==> src/rtl/gate_shift_chain.sv <==
// Reduces a WIDTH-bit word to one feature bit with a selectable gate function and
// shifts it through a DEPTH-stage chain, tracking saturating fill and live popcount.
module gate_shift_chain #(
  parameter  int WIDTH = 2,
  parameter  int DEPTH = 2,
  localparam int CNTW  = $clog2(DEPTH + 1)
) (
  input  logic              CLK,
  input  logic              RST,
  input  logic [WIDTH-1:0]  in,
  input  logic [1:0]        mode,
  input  logic              shift_en,
  input  logic              clear,
  output logic              out,
  output logic [DEPTH-1:0]  state,
  output logic [CNTW-1:0]   fill,
  output logic              valid,
  output logic [CNTW-1:0]   ones
);

  localparam logic [CNTW-1:0] FULL = CNTW'(DEPTH);
  localparam logic [CNTW-1:0] ONE  = CNTW'(1);

  logic [DEPTH-1:0] state_r;
  logic [CNTW-1:0]  fill_r;
  logic             f_s;

  function automatic logic [CNTW-1:0] popcount(input logic [DEPTH-1:0] v);
    logic [CNTW-1:0] acc;
    acc = {CNTW{1'b0}};
    for (int i = 0; i < DEPTH; i++) begin
      acc = acc + CNTW'(v[i]);
    end
    return acc;
  endfunction

  // Feature bit selection; mode 0 is high when the word is mixed (not all-0, not all-1)
  always_comb begin
    f_s = 1'b0;
    case (mode)
      2'd0:    f_s = (&in) ^ (|in);
      2'd1:    f_s = &in;
      2'd2:    f_s = |in;
      2'd3:    f_s = ^in;
      default: f_s = 1'b0;
    endcase
  end

  // Shift chain and saturating fill counter; clear outranks shift_en
  always_ff @(posedge CLK or posedge RST) begin
    if (RST) begin
      state_r <= {DEPTH{1'b0}};
      fill_r  <= {CNTW{1'b0}};
    end else if (clear) begin
      state_r <= {DEPTH{1'b0}};
      fill_r  <= {CNTW{1'b0}};
    end else if (shift_en) begin
      state_r <= {state_r[DEPTH-2:0], f_s};
      if (fill_r != FULL) begin
        fill_r <= fill_r + ONE;
      end else begin
        fill_r <= fill_r;
      end
    end else begin
      state_r <= state_r;
      fill_r  <= fill_r;
    end
  end

  assign state = state_r;
  assign out   = state_r[DEPTH-1];
  assign fill  = fill_r;
  assign valid = (fill_r == FULL);
  assign ones  = popcount(state_r);

endmodule

==> config.mk <==
export PLATFORM = sky130hd
export DESIGN_NAME = gate_shift_chain
export DESIGN_NICKNAME = d
export VERILOG_FILES = /design/src/rtl/gate_shift_chain.sv
export SDC_FILE = /design/constraint.sdc
export NUM_CORES = 1
export LEC_CHECK = 0
export CORE_AREA = 4 4 41 43
export CTS_CLUSTER_SIZE = 16
export DETAILED_ROUTE_END_ITERATION = 8
export DIE_AREA = 0 0 45 47
export HOLD_SLACK_MARGIN = 0.12
export PLACE_DENSITY = 0.47
export SLEW_MARGIN = 0
export SYNTH_ARGS = -nofsm -noshare
export SYNTH_HDL_FRONTEND = slang
export SYNTH_SLANG_ARGS = --single-unit
==> constraint.sdc <==
create_clock -name CLK -period 1.1 [get_ports CLK]
set_input_delay 0.11 -clock CLK [delete_from_list [all_inputs] [get_ports CLK]]
set_output_delay 0.11 -clock CLK [all_outputs]
set_load 0.05 [all_outputs]
==> impl_metrics.csv, run 1 <==
group,metric,value,unit
run_status,status,"complete, but fails checks",
run_status,violations,"setup timing",
timing,period_needed,1.18,ns
setup_path,path_class,"reg2out",
layout,num-fill-cells,130,
layout,drive_gt1_share,61.1,%
route,wire_per_inst,10.7,µm
floorplan,die_w,45,µm
synth,syn-cell-area,260,µm²
placement,gp_congestion,0.642,
power_and_ir_drop,power_density,1190,nW/µm²
timing,setup_slack,-0.0793,ns
synth,synth_cell_types,14,
timing,finClkSkew,0.0000937,ns
route,drt_iter0_markers,5,
layout,final_cell_mix,"8 x buf_12, 8 x buf_4, 7 x clkdlybuf4s50_1",
placement,dpl_cell_area,589,µm²
layout,area_growth,152,%
setup_path,required,0.99,ns
clock_network,htree_levels,1,
floorplan,start_util,20.0,%
grt,groute.usage.overall,8.95,%
setup_path,r2r_start,"fill[0]",
power_and_ir_drop,peakVddDrop,0.513,mV
timing,slew_headroom,85.0,%
floorplan,rows,13,
setup_path,arrival,1.07,ns
power_and_ir_drop,total_power,0.000779,W
placement,place_ws,-0.219,ns
route,first_pass_iters,4,
grt,grt_pass1_wl,1.15,mm
clock_network,clockBufferDepth,2,
route,postRouteAntennaNets,0,
clock_network,cts_tree,"done",
grt,grt_max_degree,6,
setup_path,path_max_fanout,2,
layout,seq_area,105,µm²
setup_path,crit_start,"fill[1]",
route,wirelength,735,µm
route,drc_errors,0,
layout,utilization,50.4,%
placement,io_buffers,15,
grt,overflow,0,
clock_network,clkSinkCount,4,
route,vias_per_cell,4.26,
layout,antenna_cells,0,
floorplan,boundaryPins,16,
clock_network,cts_buffers,3,
setup_path,worstSetupEndpointType,"output pin",
power_and_ir_drop,p_leak,0.291,nW
synth,yosysSeqAreaShare,38.5,%
synth,syn-num-nets,39,
layout,design_area,656,µm²
clock_network,insertion_delay,0.24,ns
route,vias,294,
grt,grt_pass1_vias,285,
clock_network,path_clk_slew,0.04,ns
layout,multi_input_area,183,µm²
timing,rsz0062_at_grt,"yes",
timing,hold_viol,0,
min_path,worstHoldStart,"clear",
layout,stdcell_count,69,
grt,antenna_found_initial,0,
job,max-cap-violations,0,
synth,syn_inst,27,
synth,yosys_register_bits,4,
timing,setup_viol,5,
timing,period_share,107,%
clock_network,root_buffer,"clkbuf_4",
layout,nets,68,
synth,post_synth.cell_area_avg,9.64,µm²
synth,ys_warn_count,0,
min_path,hold_class,"in2reg",
floorplan,coreArea,1300,µm²
floorplan,dieArea,2120,µm²
timing,timing.fmax,0.848,GHz
timing,report.final.slew_viol_count,0,
placement,numPlacedInstances,63,
timing,worst_pin_slew,0.224,ns
floorplan,die_h,47,µm
setup_path,startpoint_type,"flip-flop",
==> through the flow <==
| step | setup TNS [ns] | hold slack, ns |
|---|---|---|
| final | -0.235 | 0.555 |
| after global routing | -0.421 | 0.564 |
| after CTS | -0.233 | 0.534 |
| after detailed placement | -0.467 | 0.315 |
| after global placement | -0.373 | 0.306 |
| after floorplan | -0.584 | -0.124 |
==> what timing repair did <==
| item | 4_1_cts | 5_1_grt |
|---|---|---|
| hold buffers | 1 | 0 |
| hold endpoints to repair | 4 | 0 |
| endpoints found under the setup margin | 5 | 5 |
| pin swaps | 3 | 2 |
| resized for setup | 2 | 3 |
| setup buffers | 1 | 1 |
==> logic make-up (layout without fill, tap and decap cells) <==
| logic type | after synthesis | in the layout | share of synthesized area (%) |
|---|---|---|---|
| simple gates | 7 | 7 | 12.0 |
| buf+inv | 5 | 32 | 8.65 |
| fa+ha+maj | 4 | 4 | 19.2 |
| compound gates | 4 | 4 | 11.1 |
| flops | 4 | 4 | 38.5 |
| xor+xnor | 2 | 2 | 6.73 |
| mux | 1 | 1 | 3.85 |
==> synthesized netlist by cell type (all sizes together) <==
master,number,area share [%]
ha,4,19
xor2,1,3.4
nor2,5,7.2
buf,1,2.9
a211oi,1,2.9
mux2i,1,3.8
inv,4,5.8
a21oi,1,1.9
dfrtp,4,38
xnor2,1,3.4
nand2,1,1.4
and2b,1,3.4
o22ai,1,2.4
a311o,1,3.8
==> final timing paths <==
path	endpoint	slack, ns	depth (start not counted)
max	valid	-0.08	3
max reg2reg	fill[0]	-0.04	5
min	fill[1]	0.55	3
max in group asynchronous	state[1]	0.32	3
min in group asynchronous	fill[1]	0.61	3
min reg2reg	fill[1]	0.60	2
==> worst max-delay path, cell delays in order, from the launching register on <==
cell	delay, ns
dfrtp_2	0.41
ha_4	0.17
buf_6	0.11
buf_12	0.13
==> power by group <==
group	switching, W	internal (W)
Combinational	0.000192	0.000220
Clock	0.0000652	0.000122
Sequential	0.0000140	0.000166
==> final cells by class <==
| cell class | instances | share of cell area (%) |
|---|---|---|
| clock buffer | 3 | 3.44 |
| inverter | 4 | 2.29 |
| sequential | 4 | 16.0 |
| tap | 15 | 2.86 |
| multi-input combinational | 18 | 27.9 |
| timing repair buffer | 25 | 47.5 |
==> flip-flops by register name, indices dropped and copies added (netlist names) <==
register / count
state: 2
fill: 2
==> layer usage <==
layer	up-vias	GRT usage, %	share of wire (%)
li1	144	-	-
met1	134	7.55	36
met3	4	2.30	6.9
met5	-	0	0
met4	0	14.0	6.7
met2	12	14.1	50
Power figures use the tool's default switching activity.
==> inputs of run 2 (changes only) <==
- RECOVER_POWER: unset -> 50
==> impl_metrics.csv, run 2 (synthesized netlist as in run 1, its figures left out) <==
group,metric,value,unit
floorplan,coreArea,1300,µm²
floorplan,rows,13,
route,vias,293,
min_path,hold_class,"in2reg",
setup_path,path_max_fanout,2,
run_status,status,"complete, but fails checks",
layout,drive_gt1_share,61.1,%
floorplan,start_util,20.0,%
min_path,whs_endpoint,"fill[1]",
setup_path,startpoint_type,"flip-flop",
route,postRouteAntennaNets,0,
timing,timing.fmax,0.848,GHz
min_path,min_path_cells,3,
clock_network,cts_tree,"done",
placement,place_ws,-0.219,ns
min_path,worstHoldStart,"clear",
floorplan,die_h,47,µm
clock_network,root_buffer,"clkbuf_4",
clock_network,insertion_delay,0.24,ns
power_and_ir_drop,p_leak,0.291,nW
route,first_pass_iters,4,
floorplan,die_w,45,µm
route,wirelength,732,µm
run_status,violations,"setup timing",
placement,io_buffers,15,
setup_path,r2r_end,"fill[0]",
timing,setup_slack,-0.0791,ns
clock_network,clockBufferDepth,2,
job,max-cap-violations,0,
grt,antenna_found_initial,0,
grt,grt_max_degree,6,
setup_path,path_class,"reg2out",
route,vias_per_cell,4.25,
grt,grt_pass1_wl,1.15,mm
route,drt_iter0_markers,5,
layout,nets,68,
setup_path,crit_chain,"ha_4 -> buf_6 -> buf_12",
layout,final_cell_mix,"8 x buf_12, 7 x buf_4, 6 x clkdlybuf4s50_1",
power_and_ir_drop,power_density,1190,nW/µm²
timing,period_share,107,%
layout,final_common_cell,"buf_12",
layout,antenna_cells,0,
timing,rsz0062_at_grt,"yes",
layout,area_growth,152,%
clock_network,cts_buffers,3,
power_and_ir_drop,peakVddDrop,0.512,mV
setup_path,rrSetupSlack,-0.04,ns
setup_path,worstSetupEndpointType,"output pin",
clock_network,htree_levels,1,
timing,setup_viol,5,
timing,period_needed,1.18,ns
power_and_ir_drop,total_power,0.000778,W
floorplan,boundaryPins,16,
setup_path,cp_slowest_cell,"dfrtp_2",
setup_path,slowest_delay,0.41,ns
route,drc_errors,0,
timing,finClkSkew,0.0000937,ns
setup_path,required,0.99,ns
floorplan,dieArea,2120,µm²
timing,slew_headroom,85.5,%
clock_network,path_clk_slew,0.04,ns
timing,report.final.slew_viol_count,0,
grt,overflow,0,
grt,grt_pass1_vias,285,
setup_path,r2r_start,"fill[0]",
clock_network,clkSinkCount,4,
timing,hold_viol,0,
timing,worst_pin_slew,0.217,ns
route,wire_per_inst,10.6,µm
placement,gp_congestion,0.642,
setup_path,reg2regPathDepth,5,
grt,groute.usage.overall,8.95,%
setup_path,arrival,1.07,ns
## run 2: cell count changes in the layout (fill, tap and decap cells not counted), sizes merged
cell and change:
clkdlybuf4s50 -1, clkbuf +1, dlygate4sd3 +1, buf -1
## run 2: power by group
part	internal, W	leakage [nW]	switching [W]	total, W
registers	0.000166	0.0470	0.0000140	0.000180
clock network	0.000122	0.0138	0.0000650	0.000187
logic	0.000219	0.230	0.000191	0.000410
## run 2: final cells by class
type	count	area (µm²)
Tap cell	15	18.8
Fill cell	130	646
Multi-Input combinational cell	18	183
Sequential cell	4	105
Timing Repair Buffer	25	312
Clock buffer	3	22.5
Inverter	4	15.0
## run 2: layer usage
metal  vias to the layer above  GRT usage, %  wire length, µm  share of wire [%]
met1                       133          7.55              260                 36
met3                         4          2.30               52                7.1
li1                        144             -                -                  -
met5                         -             0                0                  0
met2                        12          14.1              371                 51
met4                         0          14.0               48                6.6
## run 2: timing repair
| item | 4_1_cts | 5_1_grt |
|---|---|---|
| hold buffers | 1 | 0 |
| endpoints found under the setup margin | 5 | 5 |
| endpoints found under the hold margin | 4 | 0 |
| pin swaps | 3 | 2 |
| resized for setup | 2 | 3 |
| buffers inserted | 1 | 1 |
## run 2: critical path, delay by kind of cell (launching register included)
kind       cells  cell delay [ns]
flops          1             0.41
buf+inv        2             0.24
fa+ha+maj      1             0.17
## run 2: worst max-delay path by stage
stage	start	endpoint	slack [ns]	cells after the start
detailed placement	in[0]	state[0]	-0.22	5
floorplan	fill[0]	fill[0]	-0.29	5
global route	fill[0]	fill[0]	-0.10	5
finish	fill[1]	valid	-0.08	3
CTS	fill[1]	valid	-0.08	3
global placement	in[0]	state[0]	-0.18	5
## run 2: metrics by stage
stage	setup TNS [ns]	util [%]	cells	hold slack [ns]	area, µm²
floorplan	-0.584	-	27	-0.124	295
global placement	-0.373	45.3	63	0.306	589
detailed placement	-0.467	45.3	63	0.315	589
finish	-0.234	50.4	69	0.555	656
CTS	-0.233	48.8	68	0.534	636
global route	-0.421	50.4	69	0.564	656
==> inputs of run 3 (changes only) <==
- ABC_AREA: unset -> 1
- PLACE_DENSITY: 0.47 -> 0.48
- REMOVE_ABC_BUFFERS: unset -> 1
==> impl_metrics.csv, run 3 <==
group,metric,value,unit
synth,synthFlopType,"dfrtp_1",
placement,numPlacedInstances,72,
min_path,hold_class,"in2reg",
setup_path,crit_chain,"ha_4 -> buf_12",
route,vias_per_cell,4.17,
floorplan,start_util,21.7,%
synth,synth_top_area_share,35.4,%
timing,worst_pin_slew,0.152,ns
power_and_ir_drop,switching_share,35.2,%
layout,stdcell_count,75,
grt,grt_pass1_wl,979,µm
route,vias,313,
grt,grt_max_degree,5,
floorplan,boundaryPins,16,
timing,rsz0062_at_grt,"yes",
clock_network,cts.repair_timing.setup_buffer_count,0,
power_and_ir_drop,p_int,0.000448,W
layout,nets,74,
setup_path,cp_slowest_cell,"dfrtp_1",
clock_network,htree_levels,1,
layout,final_cell_mix,"8 x inv_1, 8 x buf_12, 7 x nand2_1",
grt,antenna_found_initial,0,
floorplan,die_w,45,µm
layout,area_growth,125,%
floorplan,die_h,47,µm
synth,yosys-top-cells-area,"dfrtp_1 35%, ha_1 18%, inv_1 13%, nand2_1 9.3%, nand3_1 5.3%",
route,wirelength,703,µm
clock_network,cts_tree,"done",
setup_path,path_class,"reg2out",
power_and_ir_drop,p_leak,0.319,nW
synth,ys_warn_count,0,
placement,place_ws,-0.227,ns
setup_path,startpoint_type,"flip-flop",
timing,timing.fmax,0.861,GHz
run_status,violations,"setup timing",
layout,antenna_cells,0,
route,first_pass_iters,4,
route,route.met2.wl,300,µm
synth,synth_async_sr_flop_share,100,%
synth,syn-cell-area,283,µm²
route,drt_iter0_markers,10,
run_status,status,"complete, but fails checks",
synth,yosys_register_bits,4,
timing,period_share,106,%
power_and_ir_drop,p_seq_share,25.0,%
clock_network,clkSinkCount,4,
placement,gp_congestion,0.635,
clock_network,path_clk_slew,0.04,ns
timing,hold_viol,0,
grt,grt_pass1_vias,249,
power_and_ir_drop,p_sw,0.000243,W
power_and_ir_drop,power_density,1080,nW/µm²
setup_path,worstSetupEndpointType,"output pin",
route,routed.top_layer,"met4",
setup_path,required,0.99,ns
setup_path,path_max_fanout,2,
power_and_ir_drop,p_clk_share,27.7,%
timing,setup_slack,-0.0617,ns
timing,slew_headroom,89.9,%
job,max-cap-violations,0,
route,drc_errors,0,
synth,yosys.area.top_type,"dfrtp_1",
power_and_ir_drop,peakVddDrop,0.444,mV
synth,synth_cell_types,12,
placement,io_buffers,15,
power_and_ir_drop,total_power,0.000691,W
clock_network,insertion_delay,0.24,ns
route,postRouteAntennaNets,0,
synth,post_synth.cell_area_avg,7.64,µm²
route,wire_per_inst,9.37,µm
timing,finClkSkew,0.0000215,ns
floorplan,coreArea,1300,µm²
timing,period_needed,1.16,ns
grt,groute.usage.overall,6.81,%
timing,setup_viol,1,
clock_network,cts_buffers,3,
placement,dpl_cell_area,569,µm²
synth,synth_most_common_cell,"inv_1",
layout,design_area,637,µm²
floorplan,dieArea,2120,µm²
clock_network,root_buffer,"clkbuf_4",
grt,overflow,0,
layout,drive_gt1_share,40.0,%
power_and_ir_drop,pwr-share-comb,47.2,%
synth,syn_inst,37,
synth,synthTopCellsByCount,"10 x inv_1, 7 x nand2_1, 4 x dfrtp_1, 4 x ha_1",
floorplan,rows,13,
clock_network,clockBufferDepth,2,
placement,post-dp-hpwl,532,µm
synth,synth_edf_count,0,
timing,report.final.slew_viol_count,0,
route,wl_met3,103,µm
synth,yosysSeqAreaShare,35.4,%
route,wl_met1,283,µm
setup_path,arrival,1.05,ns
setup_path,slowest_delay,0.40,ns
==> run 3: metrics by stage <==
stage               hold WS [ns]  setup TNS, ns  util [%]
floorplan                 -0.124          -2.52         -
global placement           0.311         -0.204      43.8
detailed placement         0.303         -0.227      43.8
CTS                        0.539         -0.107      46.8
global route               0.464        -0.0995      48.9
finish                     0.426        -0.0617      48.9
==> run 3: metal layers <==
layer / up-vias / global-route usage (%)
met5: - / 0
met4: 0 / 7.02
met3: 2 / 2.68
met2: 20 / 9.60
met1: 133 / 7.55
li1: 158 / -
==> run 3: area by class of cell <==
| cell class | instances | area (µm²) |
|---|---|---|
| repair buffers | 21 | 278 |
| multi-input cells | 22 | 180 |
| fillers | 142 | 664 |
| well taps | 15 | 18.8 |
| inverters | 10 | 37.5 |
| flip-flops and latches | 4 | 100 |
| clock buffers | 3 | 22.5 |
==> run 3: what timing repair did <==
| item | CTS | global route |
|---|---|---|
| gates resized for setup | 2 | 6 |
| endpoints found under the setup margin | 3 | 5 |
| pin swaps | 1 | 4 |
| hold buffers | 1 | 0 |
| hold endpoints to repair | 4 | 0 |
==> run 3: path summary, 6_finish.rpt <==
check                      depth (start not counted)      from        to  slack [ns]
setup / recovery                                   2  state[1]   ones[0]       -0.06
hold / removal                                     6     in[1]  state[0]        0.43
setup reg to reg                                   6   fill[0]   fill[0]        0.07
hold reg to reg                                    3  state[0]  state[0]        0.68
max in group asynchronous                          3       RST  state[0]        0.21
min in group asynchronous                          3       RST   fill[0]        0.74
==> run 3: worst max-delay path, delay by kind of cell, from the launching register on <==
kind | cells | cell delay [ns]
adders and majority gates | 1 | 0.29
buffers and inverters | 1 | 0.12
DFF | 1 | 0.40
==> run 3: cells by family after synthesis <==
family	after synthesis	synth area share [%]
and+or+nand+nor	15	23.0
buffers and inverters	11	15.9
xor gates and xnor gates	1	3.10
DFF	4	35.4
AOI/OAI and AO/OA	2	4.87
adders and majority gates	4	17.7
==> run 3: power groups by stage <==
stage | Sequential [W] | Combinational [W] | Clock, W
after floorplan | 0.000225 | 0.0000885 | 0
after global placement | 0.000170 | 0.000314 | 0
after detailed placement | 0.000170 | 0.000314 | 0
after CTS | 0.000170 | 0.000319 | 0.000197
after global routing | 0.000174 | 0.000349 | 0.000200
final | 0.000173 | 0.000326 | 0.000192
